[config.mk]
export PLATFORM = sky130hd
export DESIGN_NAME = regfile_dbg_ctrl
export DESIGN_NICKNAME = d
export VERILOG_FILES = /design/src/rtl/regfile_dbg_ctrl.sv
export SDC_FILE = /design/constraint.sdc
export NUM_CORES = 1
export LEC_CHECK = 0
export BUFFER_PORTS_ARGS = -buffer_cell sky130_fd_sc_hd__buf_2
export CAP_MARGIN = 10
export CORE_AREA = 2 2 118 97
export CTS_CLUSTER_DIAMETER = 50
export CTS_CLUSTER_SIZE = 16
export DETAILED_ROUTE_END_ITERATION = 12
export DIE_AREA = 0 0 120 99
export PLACE_DENSITY_LB_ADDON = 0.1
export SYNTH_ARGS = -nofsm -noshare
export SYNTH_HDL_FRONTEND = slang
export SYNTH_SLANG_ARGS = --single-unit
export TNS_END_PERCENT = 5
[constraint.sdc]
create_clock -name clk -period 3.2 [get_ports clk]
set_input_delay 0.48 -clock clk [delete_from_list [all_inputs] [get_ports clk]]
set_output_delay 0.48 -clock clk [all_outputs]
set_load 0.005 [all_outputs]
[src/rtl/regfile_dbg_ctrl.sv]
// rtl/regfile_dbg_ctrl.sv - register-file port arbiter and debug read/write/dump sequencer
`timescale 1ns/1ps

module regfile_dbg_ctrl (
  input  logic        clk,
  input  logic        reset,
  input  logic        wb_we,
  input  logic [4:0]  wb_addr,
  input  logic [31:0] wb_data,
  output logic        halt_req,
  input  logic        halt_ack,
  input  logic        dbg_req,
  input  logic [1:0]  dbg_cmd,
  input  logic [4:0]  dbg_addr,
  input  logic [31:0] dbg_wdata,
  output logic        dbg_busy,
  output logic        dbg_ack,
  output logic        dbg_err,
  output logic [31:0] dbg_rdata,
  output logic        dump_valid,
  input  logic        dump_ready,
  output logic [4:0]  dump_addr,
  output logic [31:0] dump_data,
  output logic        dump_last,
  output logic        rf_we,
  output logic [4:0]  rf_waddr,
  output logic [31:0] rf_wdata,
  output logic        rf_rs_sel,
  output logic [4:0]  rf_dbg_raddr,
  input  logic [31:0] rf_data_1
);

  typedef enum logic [2:0] {
    S_IDLE,
    S_HALT_WAIT,
    S_READ,
    S_WRITE,
    S_DUMP_LOAD,
    S_DUMP_SEND,
    S_RELEASE
  } state_t;

  localparam logic [1:0] CMD_READ  = 2'b00;
  localparam logic [1:0] CMD_WRITE = 2'b01;
  localparam logic [1:0] CMD_RSVD  = 2'b11;

  state_t      state_q, state_d;
  logic [1:0]  cmd_q, cmd_d;
  logic [4:0]  addr_q, addr_d;
  logic [31:0] wdata_q, wdata_d;
  logic [4:0]  idx_q, idx_d;
  logic        halt_q, halt_d;
  logic        ack_q, ack_d;
  logic        err_q, err_d;
  logic [31:0] rdata_q, rdata_d;
  logic        dv_q, dv_d;
  logic [4:0]  da_q, da_d;
  logic [31:0] dd_q, dd_d;
  logic        dl_q, dl_d;

  always_ff @(posedge clk or negedge reset) begin
    if (!reset) begin
      state_q <= S_IDLE;
      cmd_q   <= 2'b00;
      addr_q  <= 5'd0;
      wdata_q <= 32'd0;
      idx_q   <= 5'd0;
      halt_q  <= 1'b0;
      ack_q   <= 1'b0;
      err_q   <= 1'b0;
      rdata_q <= 32'd0;
      dv_q    <= 1'b0;
      da_q    <= 5'd0;
      dd_q    <= 32'd0;
      dl_q    <= 1'b0;
    end else begin
      state_q <= state_d;
      cmd_q   <= cmd_d;
      addr_q  <= addr_d;
      wdata_q <= wdata_d;
      idx_q   <= idx_d;
      halt_q  <= halt_d;
      ack_q   <= ack_d;
      err_q   <= err_d;
      rdata_q <= rdata_d;
      dv_q    <= dv_d;
      da_q    <= da_d;
      dd_q    <= dd_d;
      dl_q    <= dl_d;
    end
  end

  always_comb begin
    state_d      = state_q;
    cmd_d        = cmd_q;
    addr_d       = addr_q;
    wdata_d      = wdata_q;
    idx_d        = idx_q;
    halt_d       = halt_q;
    err_d        = 1'b0;
    rdata_d      = rdata_q;
    dv_d         = dv_q;
    da_d         = da_q;
    dd_d         = dd_q;
    dl_d         = dl_q;
    // Pipeline owns the write port unless a debug write is actually committing.
    rf_we        = wb_we && (wb_addr != 5'd0);
    rf_waddr     = wb_addr;
    rf_wdata     = wb_data;
    rf_rs_sel    = 1'b0;
    rf_dbg_raddr = 5'd0;

    unique case (state_q)
      S_IDLE: begin
        if (dbg_req) begin
          cmd_d   = dbg_cmd;
          addr_d  = dbg_addr;
          wdata_d = dbg_wdata;
          if (dbg_cmd == CMD_RSVD) begin
            err_d   = 1'b1;
            state_d = S_RELEASE;
          end else begin
            halt_d  = 1'b1;
            state_d = S_HALT_WAIT;
          end
        end
      end
      S_HALT_WAIT: begin
        if (halt_ack) begin
          if (cmd_q == CMD_READ) begin
            state_d = S_READ;
          end else if (cmd_q == CMD_WRITE) begin
            state_d = S_WRITE;
          end else begin
            idx_d   = 5'd0;
            state_d = S_DUMP_LOAD;
          end
        end
      end
      S_READ: begin
        rf_rs_sel    = 1'b1;
        rf_dbg_raddr = addr_q;
        rdata_d      = rf_data_1;
        state_d      = S_RELEASE;
      end
      S_WRITE: begin
        // A stray WB write takes the port; the debug write retries next cycle.
        if (!wb_we) begin
          rf_we    = (addr_q != 5'd0);
          rf_waddr = addr_q;
          rf_wdata = wdata_q;
          err_d    = (addr_q == 5'd0);
          state_d  = S_RELEASE;
        end
      end
      S_DUMP_LOAD: begin
        rf_rs_sel    = 1'b1;
        rf_dbg_raddr = idx_q;
        dd_d         = rf_data_1;
        da_d         = idx_q;
        dl_d         = (idx_q == 5'd31);
        dv_d         = 1'b1;
        state_d      = S_DUMP_SEND;
      end
      S_DUMP_SEND: begin
        rf_rs_sel    = 1'b1;
        rf_dbg_raddr = idx_q;
        if (dv_q && dump_ready) begin
          dv_d = 1'b0;
          if (idx_q == 5'd31) begin
            state_d = S_RELEASE;
          end else begin
            idx_d   = idx_q + 5'd1;
            state_d = S_DUMP_LOAD;
          end
        end
      end
      S_RELEASE: begin
        halt_d  = 1'b0;
        state_d = S_IDLE;
      end
      default: begin
        state_d = S_IDLE;
      end
    endcase

    ack_d = (state_d == S_RELEASE);
  end

  assign halt_req   = halt_q;
  assign dbg_busy   = (state_q != S_IDLE);
  assign dbg_ack    = ack_q;
  assign dbg_err    = err_q;
  assign dbg_rdata  = rdata_q;
  assign dump_valid = dv_q;
  assign dump_addr  = da_q;
  assign dump_data  = dd_q;
  assign dump_last  = dl_q;

endmodule

== Word level (Yosys, flattened, before mapping) ==
Cells that the tools add are included.
Word-level totals
  bits of input ports: 114
  register bits: 121
  logic and storage cells: 80
  output and inout port bits: 119
Operators by class
  mux-type cells: 32
  reduce and logical (&&, ||, !) cells: 17
  equal/unequal tests: 17
  add/sub/neg operators: 1
Operators by type and width (count)
  32-bit two-way mux: 2
  5-bit two-way mux: 7
  3-bit two-way mux: 7
  5-bit case mux with 2 select lines: 2
  3-bit case mux with 6 select lines: 1
  2-bit != test (second input constant): 7
  3-bit equality test (second input constant): 4
  5-bit nonzero test: 2
  1-bit two-way mux: 9
  3-bit by 2-bit equality test with 1-bit output (second input constant): 2
  1-bit case mux with 2 select lines: 3
  6-bit AND reduction: 1
  2-bit nonzero test: 3
  5-bit by 1-bit adder with 5-bit output (second input constant): 1
  5-bit equality test (second input constant): 1
  5-bit zero test: 1
  2-bit AND reduction: 2
  3-bit by 1-bit equality test with 1-bit output (second input constant): 1
  3-bit zero test: 1
  3-bit AND reduction: 1
  3-bit nonzero test: 1
  3-bit OR reduction: 1
  2-bit by 1-bit equality test with 1-bit output (second input constant): 1
  2-bit equality test (second input constant): 1
  other kinds (4): 5

== Longest topological paths before layout ==
  depth after elaboration: 6
  gate-level depth with buffers: 6
  gate-level depth less buffers: 6

== Worst setup path after synthesis ==
OpenSTA, ideal clock, no wires.
  path kind: register to output
  from: register state_q[1]
  to: output rf_wdata[12]
  data arrival time: 1.417 ns
  cell stages (with the launch flop): 6
  slack: 1.303 ns
  buffers on the path: 2
  data required time: 2.720 ns
  cells stage by stage: dfrtp_1 -> nor2b_1 -> nand3b_1 -> buf_2 -> buf_2 -> mux2_1
Between the ends
  cells in the longest elaborated chain, start to end: 2
Ends and longest elaborated chain
  from (decl): line 47  | state_t state_q, state_d;
  from (signal assigned): line 77  | state_q <= state_d;
  3-bit by 2-bit equality test with 1-bit output: line 113  | unique case (state_q)
  32-bit two-way mux: line 113
  to (decl): line 27  | output logic [31:0] rf_wdata,
No other way between the ends.

== Worst setup path after layout ==
  from: register state_q[1]
  to: output rf_wdata[6]
The elaborated chain is that of the path after synthesis.

==> flow_summary.yaml <==
status:
  status: "complete, no violations"
sta:
  slew_headroom: 0.499
  worst_slew_pin_slew_ps: 751
  final_critical_path_share_of_the_clock_period: 0.854
  setup_viol_count_final: 0
  fmax_mhz: 366
  period_minus_slack_ps: 2730
  rsz0062_at_grt: "no"
  setup_total_negative_slack_ps: 0
  slew_viol_final: 0
  clock-skew-final_ps: 8.49
  finalHoldViolations: 0
layout:
  fin_nets: 712
  area_delta_synth_final_pct: 36.3
  post-route-util: 0.674
  post_route_cells_drive_above_1_share: 0.461
  fill_cell_count: 846
  antenna_cells_inserted: 0
  post-route-cell-area_um2: 7200
drt:
  wl_per_cell_um: 16.3
  total_via_count_after_detailed_routing: 3761
  totalWireLength_um: 12200
  antenna_left: 0
  dr.pass1.iters: 4
  drc: 0
  vias_per_cell: 5.00
  drt-initial-drc-count: 122
floorplanning:
  row_count: 34
  initial_utilization: 0.494
  core_region_area_um2: 10700
  ioPinCount: 233
  die-height_um: 99
  die_area_um2: 11900
  horizontal_die_dimension_um: 120
power_and_ir_drop:
  p_sw_mw: 2.04
  pwr-share-seq: 0.410
  power.leakage_nw: 3.53
  clockPowerShare: 0.282
  internal-power_mw: 4.71
  power.share.combinational: 0.308
  vdd_drop_max_mv: 0.543
  power.share.switching: 0.302
  power_density_nw_per_um2: 939
logic_synthesis:
  post_synthesis_average_cell_area_um2: 14.7
  synth_async_sr_flop_share: 1.00
  synthDistinctLibCells: 41
  yosys_most_used_dff: "sky130_fd_sc_hd__dfrtp_1"
  synth_seq_area_share: 0.574
  most_frequent_cells_after_synthesis: "sky130_fd_sc_hd__mux2_1, sky130_fd_sc_hd__dfrtp_1, sky130_fd_sc_hd__buf_2"
  yosys-top-cells-area: "sky130_fd_sc_hd__dfrtp_1, sky130_fd_sc_hd__mux2_1, sky130_fd_sc_hd__mux2_2"
  post-synth-top-area-fraction: 0.574
  synthesis.area_um2: 5280
  synthDominantAreaCellType: "sky130_fd_sc_hd__dfrtp_1"
  netlist_instances: 359
  postSynthRegisterBits: 121
  synth.net_count: 475
  synth_edf_count: 0
  yosys_warning_total: 0
  yosys.cell_count.top_type: "sky130_fd_sc_hd__mux2_1"
critical_path:
  crit_path_start_kind: "register"
  worst_ep_required_time_ps: 2720
  setup.worst_path.end_class: "output port"
  cp_data_arrival_time_ps: 2250
  path_max_fanout: 39
  worstSetupPathType: "register to output port"
clock_tree:
  post_cts_buffers: 0
  ctsHoldBuffers: 0
  cts_max_level: 4
  insertion_delay_ps: 410
  clk_root_buffer_cell: "sky130_fd_sc_hd__clkbuf_16"
  tritoncts: "yes"
  cts_repair_resize_count: 0
  cts.reportedPaths.clkPinSlew_ps: 50
  number_of_sinks_handled_by_clock_tree_synthesis: 121
  clockBufferDepth: 2
  cts_inserted_buffers: 17
placement:
  hpwlAfterDp_um: 8960
  place_area_um2: 6590
  routabilityCongestion: 0.756
  count_of_input_and_output_buffers: 232
hold_path:
  hold_class: "primary input to async pin"
global_route:
  global_route.usage.met1: 0.267
  groute.layer.met3.usage: 0.0613
  grt_pass1_vias: 3833
  globalRouteTotalUtil: 0.213
  grt_busiest_layer: "met2"
  gr-usage-met2: 0.350
  grt_antenna_before_repair: 1
  grt_start_max_net_pins: 65
  grt_first_pass_wirelength_um: 19400
  overall_overflow_remaining_after_global_route: 0
run:
  drv_cap: 0
[power groups by stage]
stage / clock network, mW / registers [mW] / logic [mW]
2_1_floorplan: 0 / 2.69 / 1.22
5_1_grt: 2.01 / 2.89 / 2.29
3_3_place_gp: 0 / 2.75 / 2.06
4_1_cts: 1.94 / 2.78 / 2.13
6_report: 1.91 / 2.77 / 2.08
3_5_place_dp: 0 / 2.80 / 2.11
[cells by family (layout without fill, tap and decap cells)]
| logic type | after synthesis | count (layout) | share of synthesized area |
|---|---|---|---|
| DFF | 121 | 121 | 0.574 |
| and+or+nand+nor | 41 | 41 | 0.0488 |
| adders and majority gates | 2 | 2 | 0.00474 |
| muxes | 150 | 150 | 0.319 |
| buffers and inverters | 23 | 272 | 0.0218 |
| AOI/OAI and AO/OA | 22 | 22 | 0.0315 |
[per-stage QoR]
| step | power (mW) | worst slack (ps) | cells | hold slack (ps) |
|---|---|---|---|---|
| 2_1_floorplan | 3.91 | 1300 | 359 | 184 |
| 3_3_place_gp | 4.80 | 1000 | 721 | 460 |
| 3_5_place_dp | 4.91 | 900 | 721 | 469 |
| 4_1_cts | 6.85 | 451 | 752 | 157 |
| 5_1_grt | 7.19 | 284 | 752 | 187 |
| 6_report | 6.76 | 469 | 752 | 135 |
[worst max-delay path: stages, from the launching register on]
cell and delay, ps:
sky130_fd_sc_hd__dfrtp_1 530, sky130_fd_sc_hd__nor2b_1 220, sky130_fd_sc_hd__nand3b_1 110, sky130_fd_sc_hd__buf_4 430
sky130_fd_sc_hd__mux2_1 380, sky130_fd_sc_hd__buf_2 130
[sequential cells by signal, indices dropped and copies added (netlist names)]
name	count
cmd_q	2
dump_addr	5
dbg_ack	1
dbg_rdata	32
wdata_q	32
dump_last	1
dbg_err	1
halt_req	1
dump_valid	1
dump_data	32
addr_q	5
state_q	3
idx_q	5
[final cells by class]
type	count	area, um2	share of cell area
multi-input cells	215	2160	0.300
clock inverters	6	86.3	0.0120
repair buffers	237	1210	0.169
flip-flops and latches	121	3030	0.421
well taps	144	180	0.0250
clock buffers	25	515	0.0716
inverters	4	15.0	0.00209
[final timing paths]
kind                                         start                   endpoint  slack (ps)  depth (start not counted)
hold / removal                               reset  dbg_rdata[20]$_DFFE_PN0P_         140                          1
max in group asynchronous                    reset  dbg_rdata[21]$_DFFE_PN0P_        2270                          2
setup / recovery              state_q[1]$_DFF_PN0_                rf_wdata[6]         470                          5
setup reg to reg              state_q[2]$_DFF_PN0_  dbg_rdata[21]$_DFFE_PN0P_        1050                          4
min in group clk                     dbg_wdata[10]    wdata_q[10]$_DFFE_PN0P_         280                          2
hold reg to reg            wdata_q[19]$_DFFE_PN0P_    wdata_q[19]$_DFFE_PN0P_         470                          1
[layout by cell type, fill, tap and decap left out, types with 2 or more instances in the layout]
| cell type | instances |
|---|---|
| sky130_fd_sc_hd__o21bai_1 | 2 |
| sky130_fd_sc_hd__clkbuf_8 | 6 |
| sky130_fd_sc_hd__nand4b_1 | 2 |
| sky130_fd_sc_hd__clkinv_2 | 2 |
| sky130_fd_sc_hd__nand2_1 | 7 |
| sky130_fd_sc_hd__nor2b_1 | 2 |
| sky130_fd_sc_hd__dfrtp_1 | 121 |
| sky130_fd_sc_hd__nand3_1 | 5 |
| sky130_fd_sc_hd__o21ai_0 | 2 |
| sky130_fd_sc_hd__a22o_1 | 5 |
| sky130_fd_sc_hd__and3b_1 | 2 |
| sky130_fd_sc_hd__nand2b_1 | 3 |
| sky130_fd_sc_hd__or4_1 | 3 |
| sky130_fd_sc_hd__buf_2 | 231 |
| sky130_fd_sc_hd__buf_4 | 5 |
| sky130_fd_sc_hd__inv_1 | 4 |
| sky130_fd_sc_hd__nor2_1 | 3 |
| sky130_fd_sc_hd__clkbuf_1 | 2 |
| sky130_fd_sc_hd__mux2_2 | 10 |
| sky130_fd_sc_hd__ha_1 | 2 |
| sky130_fd_sc_hd__clkbuf_16 | 17 |
| sky130_fd_sc_hd__bufinv_16 | 2 |
| sky130_fd_sc_hd__nand3b_1 | 4 |
| sky130_fd_sc_hd__mux2_1 | 137 |
| sky130_fd_sc_hd__or2_1 | 2 |
| sky130_fd_sc_hd__mux2i_1 | 3 |
[metal layers]
metal  wire, um  part of all wire
met4        132             0.011
met3        796             0.065
met1       5210              0.43
met2       6090              0.50
met5         13            0.0011
(Power assumes the default switching activity.)
